## src/rtl/kbd_pkg.sv

```systemverilog
// kbd_pkg: shared definitions for the keyboard key tracker slice.
//   KEY_CODE_W  : width of a PS/2 scan code as delivered by the front end
//   KP0..KP6    : keypad scan codes used by the default key map
//   rep_state_t : states of the typematic repeat timer
//   max_int     : elaboration-time helper for sizing counters
package kbd_pkg;

  localparam int KEY_CODE_W = 9;

  localparam logic [KEY_CODE_W-1:0] KP0 = 9'h070;
  localparam logic [KEY_CODE_W-1:0] KP4 = 9'h06B;
  localparam logic [KEY_CODE_W-1:0] KP5 = 9'h073;
  localparam logic [KEY_CODE_W-1:0] KP6 = 9'h074;

  typedef enum logic [1:0] {
    R_IDLE   = 2'd0,
    R_DELAY  = 2'd1,
    R_REPEAT = 2'd2
  } rep_state_t;

  function automatic int max_int(input int a, input int b);
    return (a > b) ? a : b;
  endfunction

endpackage

```

## src/rtl/kbd_repeat_timer.sv

```systemverilog
// kbd_repeat_timer: typematic delay/period timer for a single target key.
//   clk, resetN : clock and asynchronous active-low reset
//   start       : new press of some key; (re)arm with a fresh delay count
//   stop        : release of the current target key; return to idle
//   clear       : synchronous clear of the timer (highest priority)
//   tick        : combinational "repeat now" decision for the coming edge;
//                 the owner registers it together with the target index
module kbd_repeat_timer
  import kbd_pkg::*;
#(
  parameter int REPEAT_DELAY  = 25_000_000,
  parameter int REPEAT_PERIOD = 2_500_000
) (
  input  logic clk,
  input  logic resetN,
  input  logic start,
  input  logic stop,
  input  logic clear,
  output logic tick
);

  localparam int CNT_MAX = max_int(REPEAT_DELAY, REPEAT_PERIOD);
  localparam int CNT_W   = (CNT_MAX > 1) ? $clog2(CNT_MAX) : 1;

  // Counts hold at most max-1, so the truncated reloads never overflow.
  localparam logic [CNT_W-1:0] DLY_LOAD = CNT_W'(REPEAT_DELAY - 1);
  localparam logic [CNT_W-1:0] PER_LOAD = CNT_W'(REPEAT_PERIOD - 1);
  localparam logic [CNT_W-1:0] CNT_ONE  = CNT_W'(1);
  localparam logic [CNT_W-1:0] CNT_ZERO = CNT_W'(0);

  rep_state_t       state_r, state_next_s;
  logic [CNT_W-1:0] cnt_r, cnt_next_s;
  logic             tick_s;

  // State and counter registers.
  always_ff @(posedge clk or negedge resetN) begin
    if (!resetN) begin
      state_r <= R_IDLE;
      cnt_r   <= CNT_ZERO;
    end else begin
      state_r <= state_next_s;
      cnt_r   <= cnt_next_s;
    end
  end

  // Next-state, counter and tick decision; clear > start > stop > counting.
  always_comb begin
    state_next_s = state_r;
    cnt_next_s   = cnt_r;
    tick_s       = 1'b0;
    if (clear) begin
      state_next_s = R_IDLE;
      cnt_next_s   = CNT_ZERO;
    end else if (start) begin
      state_next_s = R_DELAY;
      cnt_next_s   = DLY_LOAD;
    end else if (stop) begin
      // No tick in the release cycle, even if the count expired.
      state_next_s = R_IDLE;
      cnt_next_s   = CNT_ZERO;
    end else begin
      case (state_r)
        R_IDLE: begin
          state_next_s = R_IDLE;
          cnt_next_s   = cnt_r;
        end
        R_DELAY, R_REPEAT: begin
          if (cnt_r == CNT_ZERO) begin
            tick_s       = 1'b1;
            state_next_s = R_REPEAT;
            cnt_next_s   = PER_LOAD;
          end else begin
            state_next_s = state_r;
            cnt_next_s   = cnt_r - CNT_ONE;
          end
        end
        default: begin
          state_next_s = R_IDLE;
          cnt_next_s   = CNT_ZERO;
        end
      endcase
    end
  end

  assign tick = tick_s;

endmodule

```

## src/rtl/kbd_key_tracker.sv

```systemverilog
// kbd_key_tracker: multi-key held/press/release tracker with typematic repeat.
//   clk, resetN     : clock and asynchronous active-low reset
//   make, breakk    : one-cycle press / release strobes from the PS/2 front end
//   key_code        : scan code, meaningful only while a strobe is high
//   clear           : synchronous clear of all key state (no release pulses)
//   keyIsPressed    : held level per tracked key
//   keyPressPulse   : one-cycle pulse on a new press
//   keyReleasePulse : one-cycle pulse on release of a held key
//   keyRepeatPulse  : one-cycle typematic pulse for the most recent new press
//   anyKeyPressed   : OR of keyIsPressed, aligned with it
//   lastKey         : index of the most recently newly pressed key
// Key i answers to KEY_VALUES[i*KEY_CODE_W +: KEY_CODE_W]; duplicate codes all act.
module kbd_key_tracker
  import kbd_pkg::*;
#(
  parameter int                           NUM_KEYS      = 4,
  parameter logic [NUM_KEYS*KEY_CODE_W-1:0] KEY_VALUES  = {KP4, KP6, KP5, KP0},
  parameter int                           REPEAT_DELAY  = 25_000_000,
  parameter int                           REPEAT_PERIOD = 2_500_000,
  localparam int                          LK_W          = (NUM_KEYS > 1) ? $clog2(NUM_KEYS) : 1
) (
  input  logic                  clk,
  input  logic                  resetN,
  input  logic                  make,
  input  logic                  breakk,
  input  logic [KEY_CODE_W-1:0] key_code,
  input  logic                  clear,
  output logic [NUM_KEYS-1:0]   keyIsPressed,
  output logic [NUM_KEYS-1:0]   keyPressPulse,
  output logic [NUM_KEYS-1:0]   keyReleasePulse,
  output logic [NUM_KEYS-1:0]   keyRepeatPulse,
  output logic                  anyKeyPressed,
  output logic [LK_W-1:0]       lastKey
);

  logic [NUM_KEYS-1:0] level_r, press_r, release_r, repeat_r;
  logic                any_r;
  logic [LK_W-1:0]     last_r, rkey_r;

  logic [NUM_KEYS-1:0] match_s, press_s, release_s;
  logic [NUM_KEYS-1:0] level_next_s, repeat_next_s;
  logic [LK_W-1:0]     last_next_s, rkey_next_s;
  logic                make_eff_s, break_eff_s;
  logic                start_s, stop_s, tick_s;

  // A simultaneous make+breakk is a release; clear swallows both strobes.
  assign make_eff_s  = make & ~breakk & ~clear;
  assign break_eff_s = breakk & ~clear;

  for (genvar g = 0; g < NUM_KEYS; g++) begin : g_key
    assign match_s[g]   = (key_code == KEY_VALUES[g*KEY_CODE_W +: KEY_CODE_W]);
    // Resent makes of a held key are the keyboard's own typematic; ignore them.
    assign press_s[g]   = make_eff_s & match_s[g] & ~level_r[g];
    assign release_s[g] = break_eff_s & match_s[g] & level_r[g];
  end

  assign start_s = |press_s;
  assign stop_s  = release_s[rkey_r];

  kbd_repeat_timer #(
    .REPEAT_DELAY (REPEAT_DELAY),
    .REPEAT_PERIOD(REPEAT_PERIOD)
  ) u_timer (
    .clk   (clk),
    .resetN(resetN),
    .start (start_s),
    .stop  (stop_s),
    .clear (clear),
    .tick  (tick_s)
  );

  // Next levels, last/repeat target selection and the one-hot repeat vector.
  always_comb begin
    level_next_s  = '0;
    last_next_s   = last_r;
    rkey_next_s   = rkey_r;
    repeat_next_s = '0;
    if (clear) begin
      level_next_s = '0;
    end else begin
      level_next_s = (level_r | press_s) & ~release_s;
    end
    // Highest matching index wins when several entries share one code.
    for (int i = 0; i < NUM_KEYS; i++) begin
      if (press_s[i]) begin
        last_next_s = LK_W'(i);
        rkey_next_s = LK_W'(i);
      end else begin
        last_next_s = last_next_s;
        rkey_next_s = rkey_next_s;
      end
    end
    // tick is never raised in a start cycle, so rkey_r is the live target.
    if (tick_s) begin
      repeat_next_s[rkey_r] = 1'b1;
    end else begin
      repeat_next_s = '0;
    end
  end

  // Output and tracking registers.
  always_ff @(posedge clk or negedge resetN) begin
    if (!resetN) begin
      level_r   <= '0;
      press_r   <= '0;
      release_r <= '0;
      repeat_r  <= '0;
      any_r     <= 1'b0;
      last_r    <= '0;
      rkey_r    <= '0;
    end else begin
      level_r   <= level_next_s;
      press_r   <= press_s;
      release_r <= release_s;
      repeat_r  <= repeat_next_s;
      any_r     <= |level_next_s;
      last_r    <= last_next_s;
      rkey_r    <= rkey_next_s;
    end
  end

  assign keyIsPressed    = level_r;
  assign keyPressPulse   = press_r;
  assign keyReleasePulse = release_r;
  assign keyRepeatPulse  = repeat_r;
  assign anyKeyPressed   = any_r;
  assign lastKey         = last_r;

endmodule

```

## config.mk

```make
export PLATFORM = sky130hd
export DESIGN_NAME = kbd_key_tracker
export DESIGN_NICKNAME = d
export VERILOG_FILES = /design/src/rtl/kbd_pkg.sv /design/src/rtl/kbd_repeat_timer.sv /design/src/rtl/kbd_key_tracker.sv
export SDC_FILE = /design/constraint.sdc
export NUM_CORES = 1
export LEC_CHECK = 0
export ABC_CLOCK_PERIOD_IN_PS = 5400
export CAP_MARGIN = 15
export CORE_ASPECT_RATIO = 2
export CORE_MARGIN = 4
export CORE_UTILIZATION = 50
export CTS_BUF_LIST = sky130_fd_sc_hd__clkbuf_4 sky130_fd_sc_hd__clkbuf_8 sky130_fd_sc_hd__clkbuf_16
export DETAILED_ROUTE_END_ITERATION = 10
export GPL_ROUTABILITY_DRIVEN = 0
export PLACE_DENSITY = 0.79
export SYNTH_ARGS = -nofsm -noshare
export SYNTH_HDL_FRONTEND = slang
export SYNTH_SLANG_ARGS = --single-unit
```

## constraint.sdc

```tcl
create_clock -name clk -period 5.4 [get_ports clk]
set_input_delay 1.08 -clock clk [delete_from_list [all_inputs] [get_ports clk]]
set_output_delay 1.08 -clock clk [all_outputs]
set_load 0.01 [all_outputs]
```

# After elaboration in Yosys (flattened, before gate mapping)
# Index checks and enable logic that the tools add are counted.
word_totals:
  regBits: 46
  input_bits: 14
  out_inout_bits: 19
  wordCells: 79
classes:
  eq_ne: 8
  reduce_logical: 7
  n_bitwise: 28
  magnitude_cmp: 2
  muxes: 25
  addsub: 1
op_table:
  columns: ["op", "count"]
  rows:
  - ["$mux W25", 4]
  - ["$pmux W25 S2", 1]
  - ["$eq A9 B7 Y1 const B", 4]
  - ["$logic_not A25 Y1", 1]
  - ["$sub A25 B1 Y25 const B", 1]
  - ["$and A1 B1 Y1", 19]
  - ["$mux W2", 9]
  - ["$mux W4", 2]
  - ["$reduce_or A4 Y1", 2]
  - ["$mux W1", 7]
  - ["$not A1 Y1", 6]
  - ["$ne A5 B4 Y1 const B", 1]
  - ["$and A4 B4 Y4", 1]
  - ["$ne A4 B4 Y1 const B", 1]
  - ["$not A4 Y4", 1]
  - ["$or A4 B4 Y4", 1]
  - ["$reduce_bool A4 Y1", 1]
  - ["$lt A2 B3 Y1 const B", 1]
  - ["$bmux W1 S2", 1]
  - ["$demux W1 S2", 1]
  - ["$eq A2 B1 Y1 const B", 1]
  - ["$eq A2 B2 Y1 const B", 1]
  - ["$ge A2 B1 Y1 const B", 1]
  - ["$logic_not A2 Y1", 1]
  - ["other kinds (2)", 2]

# Logic depth before layout (Yosys ltp)
# Gate-level depths: netlist of run 1.
depth:
  ltp_word: 10
  depth_mapped: 9
  depth_no_buf: 8

# Cells and area by module
# Synthesis of run 1 repeated with hierarchy kept, for this count alone.
unflattened:
  hier_cells: 264
  area_unflattened_um2: 2576.2
by_module_without_submodules:
  columns: ["mod", "cells_per_inst", "seq_area_each_um2", "instances", "area_each_um2"]
  rows:
  - ["kbd_repeat_timer", 178, 675.6, 1, 1661.6]
  - ["kbd_key_tracker", 86, 475.5, 1, 914.6]

# Worst setup path after synthesis of run 1
# No wires, ideal clock.
synth_timing:
  path_type: "input port to flip-flop"
  start: "in key_code[7]"
  end: "reg u_timer.cnt_r[15]"
  setup_ns: 0.126
  t_arrival_ns: 3.037
  cell_stages: 8
  t_required_ns: 5.274
  setup_slack_ns: 2.237
  cell_sequence: "nand4bb_4 -> buf_4 -> or4_1 -> and4b_1 -> and3_1 -> buf_2 -> buf_2 -> a221o_1"
synth_via:
  elab_chain_cells: 8
  elab_cells_between_ends: 27
  classes_between: "5 x eq/ne; 5 x mux; 16 x bitwise; 1 x reduce/logical"
synth_rtl:
  columns: ["item", "line", "source"]
  rows:
  - ["from (decl)", "kbd_key_tracker.sv:26", "input logic [KEY_CODE_W-1:0] key_code,"]
  - ["$eq A9 B7 Y1", "kbd_key_tracker.sv:51", "assign match_s[g] = (key_code == KEY_VALUES[g*KEY_CODE_W +: KEY_CODE_W]);"]
  - ["$and A1 B1 Y1 (2 in series)", "kbd_key_tracker.sv:54", "assign release_s[g] = break_eff_s & match_s[g] & level_r[g];"]
  - ["$bmux W1 S2", "kbd_key_tracker.sv:58", "assign stop_s = release_s[rkey_r];"]
  - ["$mux W1 (implied by the code)", "kbd_key_tracker.sv:58", null]
  - ["$mux W25", "kbd_repeat_timer.sv:57", "end else if (stop) begin"]
  - ["$mux W25", "kbd_repeat_timer.sv:54", "end else if (start) begin"]
  - ["$mux W25", "kbd_repeat_timer.sv:51", "if (clear) begin"]
  - ["to (signal assigned)", "kbd_repeat_timer.sv:42", "cnt_r <= cnt_next_s;"]
  - ["to (decl)", "kbd_repeat_timer.sv:32", "logic [CNT_W-1:0] cnt_r, cnt_next_s;"]
# Parallel ways exist; a longest one is shown, timed or not. The select of a mux whose other input is x is not followed.
# A chain may end at the register's enable or synchronous reset.

# Worst setup path in the final report of run 1
layout_timing:
  start: "in clear"
  end: "reg u_timer.cnt_r[6]"
layout_via:
  elab_cells_between_ends: 26
  classes_between: "1 x eq/ne; 5 x mux; 19 x bitwise; 1 x reduce/logical"
layout_lines:
  columns: ["item", "line", "source"]
  rows:
  - ["from (decl)", "kbd_key_tracker.sv:27", "input logic clear,"]
  - ["$not A1 Y1 *", "kbd_key_tracker.sv:47", "assign make_eff_s = make & ~breakk & ~clear;"]
  - ["$and A1 B1 Y1 *", "kbd_key_tracker.sv:47", null]
  - ["$and A1 B1 Y1 * (2 in series)", "kbd_key_tracker.sv:53", "assign press_s[g] = make_eff_s & match_s[g] & ~level_r[g];"]
  - ["via press_s[1]", "kbd_key_tracker.sv:40", "logic [NUM_KEYS-1:0] match_s, press_s, release_s;"]
  - ["$reduce_or A4 Y1 *", "kbd_key_tracker.sv:57", "assign start_s = |press_s;"]
  - ["$mux W25", "kbd_repeat_timer.sv:54", null]
  - ["$mux W25", "kbd_repeat_timer.sv:51", null]
# The timed path passes the listed nets; every way through them passes the cells marked *. The select of a mux whose other input is x is not followed.

==> results of run 1 <==
[area by class of cell]
class                   count  area [µm²]
fillers                   469        2060
multi-input cells         213        1340
flip-flops and latches     46        1150
repair buffers             36         345
well taps                  58        72.6
clock buffers               5        68.8
inverters                   9        33.8
clock inverters             3        22.5
[placed cells by master (no fill, tap or decap), types with 9 or more instances in the layout]
cell             count
inv_1                9
a21oi_1             12
nor4_1              13
dfrtp_1             46
nor2_1              29
o21ai_1             25
nand2_1             17
clkdlybuf4s50_1     31
nor3_1              19
[sequential cells by signal, summed over array words and instances (netlist names)]
| register | flops |
|---|---|
| anyKeyPressed | 1 |
| u_timer.state_r | 2 |
| u_timer.cnt_r | 25 |
| rkey_r | 2 |
| keyRepeatPulse | 4 |
| keyIsPressed | 4 |
| keyPressPulse | 4 |
| keyReleasePulse | 4 |
[power breakdown]
group,internal (mW),total (mW),switching (mW)
Clock,0.0937,0.220,0.126
Sequential,0.345,0.347,0.00168
Combinational,0.0194,0.0491,0.0296
[how the worst min path moves through the flow]
stage          cells past startpoint                 to  slack (ns)               from
2_1_floorplan                      2  u_timer.cnt_r[16]        0.46  u_timer.cnt_r[16]
3_3_place_gp                       2  u_timer.cnt_r[19]        0.47  u_timer.cnt_r[19]
3_5_place_dp                       2  u_timer.cnt_r[19]        0.49  u_timer.cnt_r[19]
4_1_cts                            2  u_timer.cnt_r[14]        0.51  u_timer.cnt_r[14]
5_1_grt                            2  u_timer.cnt_r[13]        0.53  u_timer.cnt_r[13]
6_report                           2  u_timer.cnt_r[14]        0.51  u_timer.cnt_r[14]
[routing by layer]
metal / vias up / routed length [µm]
met5: - / 0
met3: 19 / 279
met1: 1163 / 2290
met2: 79 / 3880
met4: 0 / 239
li1: 1116 / -
[cells by family (layout without fill, tap and decap cells)]
| group | Yosys count | after routing | synth area share [%] |
|---|---|---|---|
| flops | 46 | 46 | 44.1 |
| simple gates | 141 | 141 | 33.1 |
| buf+inv | 26 | 53 | 4.41 |
| xor+xnor | 2 | 2 | 0.672 |
| compound gates | 67 | 67 | 16.3 |
| fa+ha+maj | 2 | 2 | 0.960 |
| mux | 1 | 1 | 0.384 |
[stage by stage]
stage	power [mW]	std cells
2_1_floorplan	0.378	285
3_3_place_gp	0.402	362
3_5_place_dp	0.402	362
4_1_cts	0.619	370
5_1_grt	0.638	370
6_report	0.615	370
[tightest hold or removal path: stages, from the launching register on]
cell and delay [ns]:
dfrtp_1 0.35, o21ai_1 0.06, o21ai_1 0.06
==> key figures, run 1 <==
Hold path
  – Type of the tightest min-delay check: flip-flop to flip-flop

Yosys
  – Syn Area/Cell: 9.15 µm²
  – Top cells by area, synth: dfrtp_1 44%, o21ai_1 4.8%, nor2_1 4.2%, nor3_1 3.6%, nor4_1 3.1%
  – Synth async-reset ratio: 100%
  – Number of enable flip-flop cells after synthesis: 0
  – Warnings from Yosys: 0
  – Most frequent cell after synthesis: dfrtp_1
  – Net count after synthesis: 301
  – Leading area contributor after synthesis: dfrtp_1
  – Post-synthesis cell count: 285
  – Yosys top cell area share: 44.1%
  – Synthesized area: 0.00261 mm²
  – Synth Register Bits: 46
  – Seq/Total Area, Yosys: 44.1%
  – Synth Flop Type: dfrtp_1
  – Post-synth cell types: 59
  – Top cells by count, synth: 46 x dfrtp_1, 29 x nor2_1, 25 x o21ai_1

Detailed routing
  – Via count: 2377
  – Initial DRC Count: 91
  – Drt drc: 0
  – Routed WL per cell: 18.1 µm
  – DRT Wirelength: 6690 µm
  – Post-route ant nets: 0
  – TritonRoute pass-1 iters: 4
  – Via density: 6.42

Setup path
  – Reg2reg end: u_timer.cnt_r[15]
  – Cell mode on critical path: or4_1
  – Setup crit start kind: primary input
  – Worst setup startpoint: clear
  – R2R Setup Slk: 1.95 ns
  – Setup Crit Path Kind: primary input to flip-flop
  – Worst path cell trace: clkdlybuf4s50_1, buf_4, or3b_4, nor4_2, or4_1, or4_1, nor2_1, a32o_1
  – Crit Path Max Fanout: 24
  – Max stage delay cell, worst path: or4_1
  – CP peak stage delay: 0.85 ns
  – WP buf/inv: 2
  – Worst path arrival time: 4.05 ns
  – Worst reg2reg path depth: 9
  – WP data required: 5.65 ns
  – Crit-path leading delay family: simple AND/OR/NAND/NOR gates
  – Worst r2r src: u_timer.cnt_r[0]
  – Crit. End Element: flip-flop
  – Termination of the worst setup path: u_timer.cnt_r[6]
  – Number of cells on the critical path: 8

Place
  – # port buffers: 32
  – Hpwl dp: 4990 µm
  – Placement-stage cell area: 0.00294 mm²
  – Post-place setup slack: 1.33 ns

Timing
  – Tmin final: 3.80 ns
  – Setup skew after layout: 0.00809 ns
  – Maximum clock frequency: 263 MHz
  – Hold Slack: 0.506 ns
  – Setup violators final: 0
  – Final hold violations: 0
  – Slew @ Worst Pin: 1.02 ns
  – Relative slew slack: 32.1%
  – Final WS setup: 1.60 ns
  – Setup TNS: 0 ns
  – Max-slew violation count: 0
  – RSZ-0062 raised after global routing: no
  – Fin crit share: 70.4%

Finish
  – Share of layout cells above drive strength 1: 8.33%
  – Final instance area: 0.00304 mm²
  – Final net count: 327
  – Area Growth Syn to Fin: 16.4%
  – # diodes: 0
  – Final core occ: 59.6%

Clock tree
  – # hold bufs at CTS: 0
  – Clock latency on the worst-skew pair: 0.31 ns
  – Clock sink total: 46
  – Clk slew on worst S/H paths: 0.08 ns
  – # resized after CTS: 0
  – Clock root buffer: clkbuf_8
  – CTS max path bufs: 2
  – TritonCTS Buffers: 5
  – Setup Buffers After CTS: 0
  – CTS tree: yes
  – H-tree depth: 2

Floorplanning
  – Core ar.: 0.00509 mm²
  – Die X: 59.1 µm
  – Initial Util: 51.2%
  – FP Rows: 37
  – Die H: 110 µm
  – Die Area: 0.00650 mm²
  – Ports: 33

Power
  – Leak: 1.29 nW
  – Peak supply drop: 209 µV
  – PwrDens: 203 mW/mm²

GRT
  – Total grt overflow: 0
  – Initial antenna violation count: 0
  – First-pass GRT wire length: 11100 µm
  – Met2 GRT Util: 42.6%
  – Vias in the first global route: 2333
  – Pin count of the biggest net entering global routing: 47
  – GRT met1 Usage: 22.9%
  – Top Usage Layer GRT: met2
  – Global-route total usage across every layer: 22.7%
  – Met3 GRT Util: 3.85%

Job
  – Maxcap violations: 0

Status
  – Outcome: finished, final reports clean
No activity file was read; power rests on OpenSTA's default activity.
==> inputs of run 2 (changes only) <==
ABC_CLOCK_PERIOD_IN_PS = 3270   (was 5400)
PLACE_DENSITY = 0.82   (was 0.79)
clock period = 3.27 ns   (was 5.4 ns; I/O delays follow)
==> key figures, run 2 (synthesized netlist as in run 1, its figures left out) <==
Finish
  – Multi-input gate area: 0.00134 mm² (unchanged)
  – Final instance area: 0.00317 mm² (was 0.00304 mm²)
  – Share of layout cells above drive strength 1: 13.3% (was 8.33%)
  – # diodes: 0 (unchanged)
  – Number of flip-flops under the largest register name: 25 (unchanged)
  – Area Growth Syn to Fin: 21.7% (was 16.4%)
  – Layout Cells excl Fill: 388 (was 370)
  – Seq. cell area: 0.00115 mm² (unchanged)
  – Most frequent cells in the layout: 46 x dfrtp_1, 31 x clkdlybuf4s50_1, 29 x nor2_1 (unchanged)
  – Biggest register: u_timer.cnt_r (unchanged)
  – Final net count: 345 (was 327)
  – Fillers: 428 (was 469)
  – Most common cell after layout, fill and taps aside: dfrtp_1 (unchanged)

Clock tree
  – Clk slew on worst S/H paths: 0.08 ns (about the same)
  – Setup Buffers After CTS: 0 (unchanged)
  – Clock latency on the worst-skew pair: 0.31 ns (about the same)
  – Clock root buffer: clkbuf_8 (unchanged)
  – H-tree depth: 2 (unchanged)
  – # hold bufs at CTS: 0 (unchanged)
  – CTS max path bufs: 2 (unchanged)
  – # resized after CTS: 0 (unchanged)
  – TritonCTS Buffers: 5 (unchanged)
  – CTS tree: yes (unchanged)
  – Clock sink total: 46 (unchanged)

Hold path
  – Hold Startpoint: u_timer.cnt_r[19] (was u_timer.cnt_r[14])
  – Hold path depth: 2 (unchanged)
  – Hold path endpoint: u_timer.cnt_r[19] (was u_timer.cnt_r[14])
  – Type of the tightest min-delay check: flip-flop to flip-flop (unchanged)

Power
  – PwrDens: 325 mW/mm² (was 203 mW/mm²)
  – Leak: 1.38 nW (was 1.29 nW)
  – Tot Pwr: 1.03 mW (was 615 µW)
  – Peak supply drop: 390 µV (was 209 µV)

Place
  – Hpwl dp: 5380 µm (was 4990 µm)
  – Placement-stage cell area: 0.00308 mm² (was 0.00294 mm²)
  – Placed Instances: 380 (was 362)
  – # port buffers: 32 (unchanged)

Floorplanning
  – FP Rows: 37 (unchanged)
  – Initial Util: 51.2% (unchanged)
  – Die X: 59.1 µm (unchanged)
  – Die H: 110 µm (unchanged)
  – Ports: 33 (unchanged)
  – Die Area: 0.00650 mm² (unchanged)
  – Core ar.: 0.00509 mm² (unchanged)

Timing
  – Slew @ Worst Pin: 1.02 ns (about the same)
  – RSZ-0062 raised after global routing: no (unchanged)
  – Final hold violations: 0 (unchanged)
  – Fin crit share: 91.7%
  – Tmin final: 3.00 ns
  – Max-slew violation count: 0 (unchanged)
  – Maximum clock frequency: 333 MHz
  – Relative slew slack: 31.9% (was 32.1%)
  – Setup violators final: 0 (unchanged)
  – Setup skew after layout: 0.00415 ns (was 0.00809 ns)
  – Hold Slack: 0.503 ns (was 0.506 ns)
  – Setup TNS: 0 ns (unchanged)

Detailed routing
  – TritonRoute pass-1 iters: 4 (unchanged)
  – Initial DRC Count: 107 (was 91)
  – Via density: 6.36 (was 6.42)
  – DRT Wirelength: 7070 µm (was 6690 µm)
  – Drt drc: 0 (unchanged)
  – Via count: 2468 (was 2377)
  – Routed WL per cell: 18.2 µm (was 18.1 µm)
  – Post-route ant nets: 0 (unchanged)

Status
  – Outcome: finished, final reports clean (unchanged)

Setup path
  – Setup Crit Path Kind: primary input to flip-flop (unchanged)
  – Worst path cell trace: clkdlybuf4s50_1, buf_4, nand2b_1, nor4_2, or4_1, or4_1, nor2_1, a32o_1 (was clkdlybuf4s50_1, buf_4, or3b_4, nor4_2, or4_1, or4_1, nor2_1, a32o_1)
  – Worst path arrival time: 3.25 ns (was 4.05 ns)
  – WP buf/inv: 2 (unchanged)
  – Worst r2r src: u_timer.cnt_r[0] (unchanged)
  – WP data required: 3.52 ns (was 5.65 ns)
  – Cell mode on critical path: or4_1 (unchanged)
  – R2R Setup Slk: 0.48 ns (was 1.95 ns)
  – Worst setup startpoint: key_code[3] (was clear)
  – Worst reg2reg path depth: 7 (was 9)
  – Crit Path Max Fanout: 4 (was 24)
  – Max stage delay cell, worst path: or4_1 (unchanged)
  – Reg2reg end: u_timer.cnt_r[6] (was u_timer.cnt_r[15])
  – Crit. End Element: flip-flop (unchanged)
  – CP peak stage delay: 0.64 ns (was 0.85 ns)
  – Crit-path leading delay family: simple AND/OR/NAND/NOR gates (unchanged)
  – Setup crit start kind: primary input (unchanged)

GRT
  – Pin count of the biggest net entering global routing: 47 (unchanged)
  – Vias in the first global route: 2629 (was 2333)
  – First-pass GRT wire length: 11900 µm (was 11100 µm)
  – Total grt overflow: 0 (unchanged)
  – Global-route total usage across every layer: 24.4% (was 22.7%)
  – Initial antenna violation count: 0 (unchanged)

Job
  – Maxcap violations: 0 (unchanged)
==> run 2: tightest hold or removal path, cell delays in order, from the launching register on <==
cell	delay [ns]
dfrtp_1	0.34
o21ai_1	0.06
o21ai_1	0.06
==> run 2: final cells by class <==
| class | instances | area share (%) |
|---|---|---|
| Multi-Input combinational cell | 213 | 42.3 |
| Inverter | 9 | 1.06 |
| Timing Repair Buffer | 54 | 15.1 |
| Tap cell | 58 | 2.29 |
| Sequential cell | 46 | 36.3 |
| Clock buffer | 7 | 2.84 |
| Clock inverter | 1 | 0.158 |
==> run 2: per-layer routing <==
metal,up-vias,wire length [µm],global-route usage (%)
met3,41,283,3.38
met5,-,0,0
li1,1156,-,-
met1,1161,2390,22.8
met2,110,3890,44.4
met4,0,504,20.7
==> run 2: worst max path at each step <==
| stage | endpoint | slack [ns] | cells after the start |
|---|---|---|---|
| 2_1_floorplan | u_timer.cnt_r[15] | 0.53 | 8 |
| 3_3_place_gp | u_timer.cnt_r[6] | -0.04 | 8 |
| 3_5_place_dp | u_timer.cnt_r[6] | -0.02 | 8 |
| 4_1_cts | u_timer.cnt_r[6] | 0.30 | 8 |
| 5_1_grt | u_timer.cnt_r[6] | 0.16 | 8 |
| 6_report | u_timer.cnt_r[6] | 0.27 | 8 |
==> run 2: stage by stage <==
stage               setup slack [ns]  utilization, %
finish                         0.270            62.3
global route                   0.159            62.3
CTS                            0.297            62.3
detailed placement           -0.0242            60.5
global placement             -0.0387            60.5
floorplan                      0.533               -
==> run 2: where the power goes <==
group | internal [mW] | leakage (nW) | switching [mW]
clock network | 0.179 | 0.0517 | 0.191
logic | 0.0383 | 0.686 | 0.0510
registers | 0.569 | 0.643 | 0.00265
total | 0.787 | 1.38 | 0.244
==> inputs of run 3 (changes only) <==
ABC_CLOCK_PERIOD_IN_PS = 2600   (was 3270)
clock period = 2.6 ns   (was 3.27 ns; I/O delays follow)
==> key figures, run 3 (synthesized netlist as in run 1, its figures left out) <==
Finish
  – # diodes: 0 (unchanged)
  – Most common cell after layout, fill and taps aside: buf_4 (was dfrtp_1)
  – Number of flip-flops under the largest register name: 25 (unchanged)
  – Share of layout cells above drive strength 1: 23.0% (was 13.3%)
  – Final net count: 380 (was 345)
  – Biggest register: u_timer.cnt_r (unchanged)
  – Most frequent cells in the layout: 54 x buf_4, 46 x dfrtp_1, 29 x nor2_1 (was 46 x dfrtp_1, 31 x clkdlybuf4s50_1, 29 x nor2_1)
  – Area Growth Syn to Fin: 35.1% (was 21.7%)

Timing
  – Slew @ Worst Pin: 0.494 ns (was 1.02 ns)
  – Relative slew slack: 66.8% (was 31.9%)
  – Final WS setup: 0.0847 ns (was 0.270 ns)
  – Setup violators final: 0 (unchanged)
  – Fin crit share: 96.7%
  – Hold Slack: 0.0943 ns (was 0.503 ns)
  – Setup TNS: 0 ns (unchanged)
  – Final hold violations: 0 (unchanged)
  – Tmin final: 2.52 ns
  – Maximum clock frequency: 398 MHz
  – Max-slew violation count: 0 (unchanged)
  – Setup skew after layout: 0.00778 ns (was 0.00415 ns)

Clock tree
  – CTS tree: yes (unchanged)
  – Clock sink total: 46 (unchanged)
  – H-tree depth: 2 (unchanged)
  – CTS max path bufs: 2 (unchanged)
  – Clk slew on worst S/H paths: 0.09 ns (was 0.08 ns)
  – # hold bufs at CTS: 0 (unchanged)
  – Clock latency on the worst-skew pair: 0.31 ns (about the same)
  – Clock root buffer: clkbuf_8 (unchanged)
  – TritonCTS Buffers: 5 (unchanged)

Detailed routing
  – Initial DRC Count: 224 (was 107)
  – Via density: 6.65 (was 6.36)
  – Via count: 2812 (was 2468)
  – Routed WL per cell: 21.0 µm (was 18.2 µm)
  – Drt drc: 0 (unchanged)
  – DRT Wirelength: 8890 µm (was 7070 µm)
  – TritonRoute pass-1 iters: 5 (was 4)
  – Post-route ant nets: 0 (unchanged)

GRT
  – Pin count of the biggest net entering global routing: 18 (was 47)
  – Global-route total usage across every layer: 26.6% (was 24.4%)
  – Vias in the first global route: 2810 (was 2629)
  – Initial antenna violation count: 0 (unchanged)
  – First-pass GRT wire length: 12800 µm (was 11900 µm)
  – Total grt overflow: 0 (unchanged)

Floorplanning
  – FP Rows: 37 (unchanged)
  – Die H: 110 µm (unchanged)
  – Core ar.: 0.00509 mm² (unchanged)
  – Die Area: 0.00650 mm² (unchanged)
  – Initial Util: 51.2% (unchanged)
  – Die X: 59.1 µm (unchanged)
  – Ports: 33 (unchanged)

Power
  – PwrDens: 379 mW/mm² (was 325 mW/mm²)
  – Leak: 1.66 nW (was 1.38 nW)
  – Peak supply drop: 377 µV (was 390 µV)

Setup path
  – Crit Path Max Fanout: 13 (was 4)
  – Worst path arrival time: 2.72 ns (was 3.25 ns)
  – Crit. End Element: flip-flop (unchanged)
  – Worst setup startpoint: u_timer.cnt_r[22] (was key_code[3])
  – R2R Setup Slk: 0.08 ns (was 0.48 ns)
  – Worst r2r src: u_timer.cnt_r[22] (was u_timer.cnt_r[0])
  – Setup Crit Path Kind: flip-flop to flip-flop (was primary input to flip-flop)
  – Setup crit start kind: flip-flop (was primary input)
  – WP data required: 2.80 ns (was 3.52 ns)

Place
  – Post-place setup slack: -0.481 ns (was -0.0242 ns)
  – # port buffers: 32 (unchanged)
  – Hpwl dp: 5950 µm (was 5380 µm)

Job
  – Maxcap violations: 0 (unchanged)

Status
  – Outcome: finished, final reports clean (unchanged)

Hold path
  – Type of the tightest min-delay check: primary input to asynchronous set/reset pin (was flip-flop to flip-flop)
==> run 3: area by class of cell <==
type	instances	area [µm²]
fill	361	1570
inverter	9	33.8
tap	58	72.6
timing repair buffer	87	751
clock inverter	1	5.00
multi-input combinational	215	1420
clock buffer	7	90.1
sequential	46	1150
==> run 3: power by group <==
part	internal, mW	switching, mW	total, mW
clock network	0.225	0.247	0.472
registers	0.716	0.00301	0.719
logic	0.0630	0.0822	0.145
==> run 3: worst paths after layout <==
path,end,cells past startpoint
setup reg to reg,u_timer.cnt_r[5],7
hold / removal,u_timer.cnt_r[0],1
min in group clk,u_timer.cnt_r[14],2
max in group asynchronous,keyReleasePulse[2],2
setup / recovery,u_timer.cnt_r[5],7
hold reg to reg,u_timer.cnt_r[14],2
==> run 3: worst max-delay path, stage by stage, from the launching register on <==
cell,delay (ns)
dfrtp_1,0.43
or4_1,0.57
or3_1,0.41
nor3_1,0.31
buf_4,0.28
nor2_1,0.14
a31oi_1,0.19
o21ai_1,0.08
==> run 3: metrics by stage <==
step / utilization [%] / cell area, µm² / cells / total power, mW
floorplan: - / 2610 / 285 / 0.785
global placement: 64.7 / 3300 / 409 / 0.857
detailed placement: 64.7 / 3300 / 409 / 0.861
CTS: 67.3 / 3430 / 418 / 1.33
global route: 69.2 / 3520 / 423 / 1.37
finish: 69.2 / 3520 / 423 / 1.34
==> run 3: what timing repair did <==
| item | in CTS | in global routing |
|---|---|---|
| resized for setup | 10 | 13 |
| pin swaps | 3 | 9 |
| endpoints found under the setup margin | 25 | 24 |
| cloned | 1 | 1 |
| setup buffers | 0 | 4 |
==> run 3: per-layer routing <==
| layer | wire [µm] | vias up | global-route usage, % |
|---|---|---|---|
| met5 | 0 | - | 0 |
| met4 | 650 | 0 | 20.3 |
| met3 | 507 | 61 | 4.20 |
| met2 | 4950 | 173 | 49.1 |
| met1 | 2790 | 1349 | 24.9 |
| li1 | - | 1229 | - |
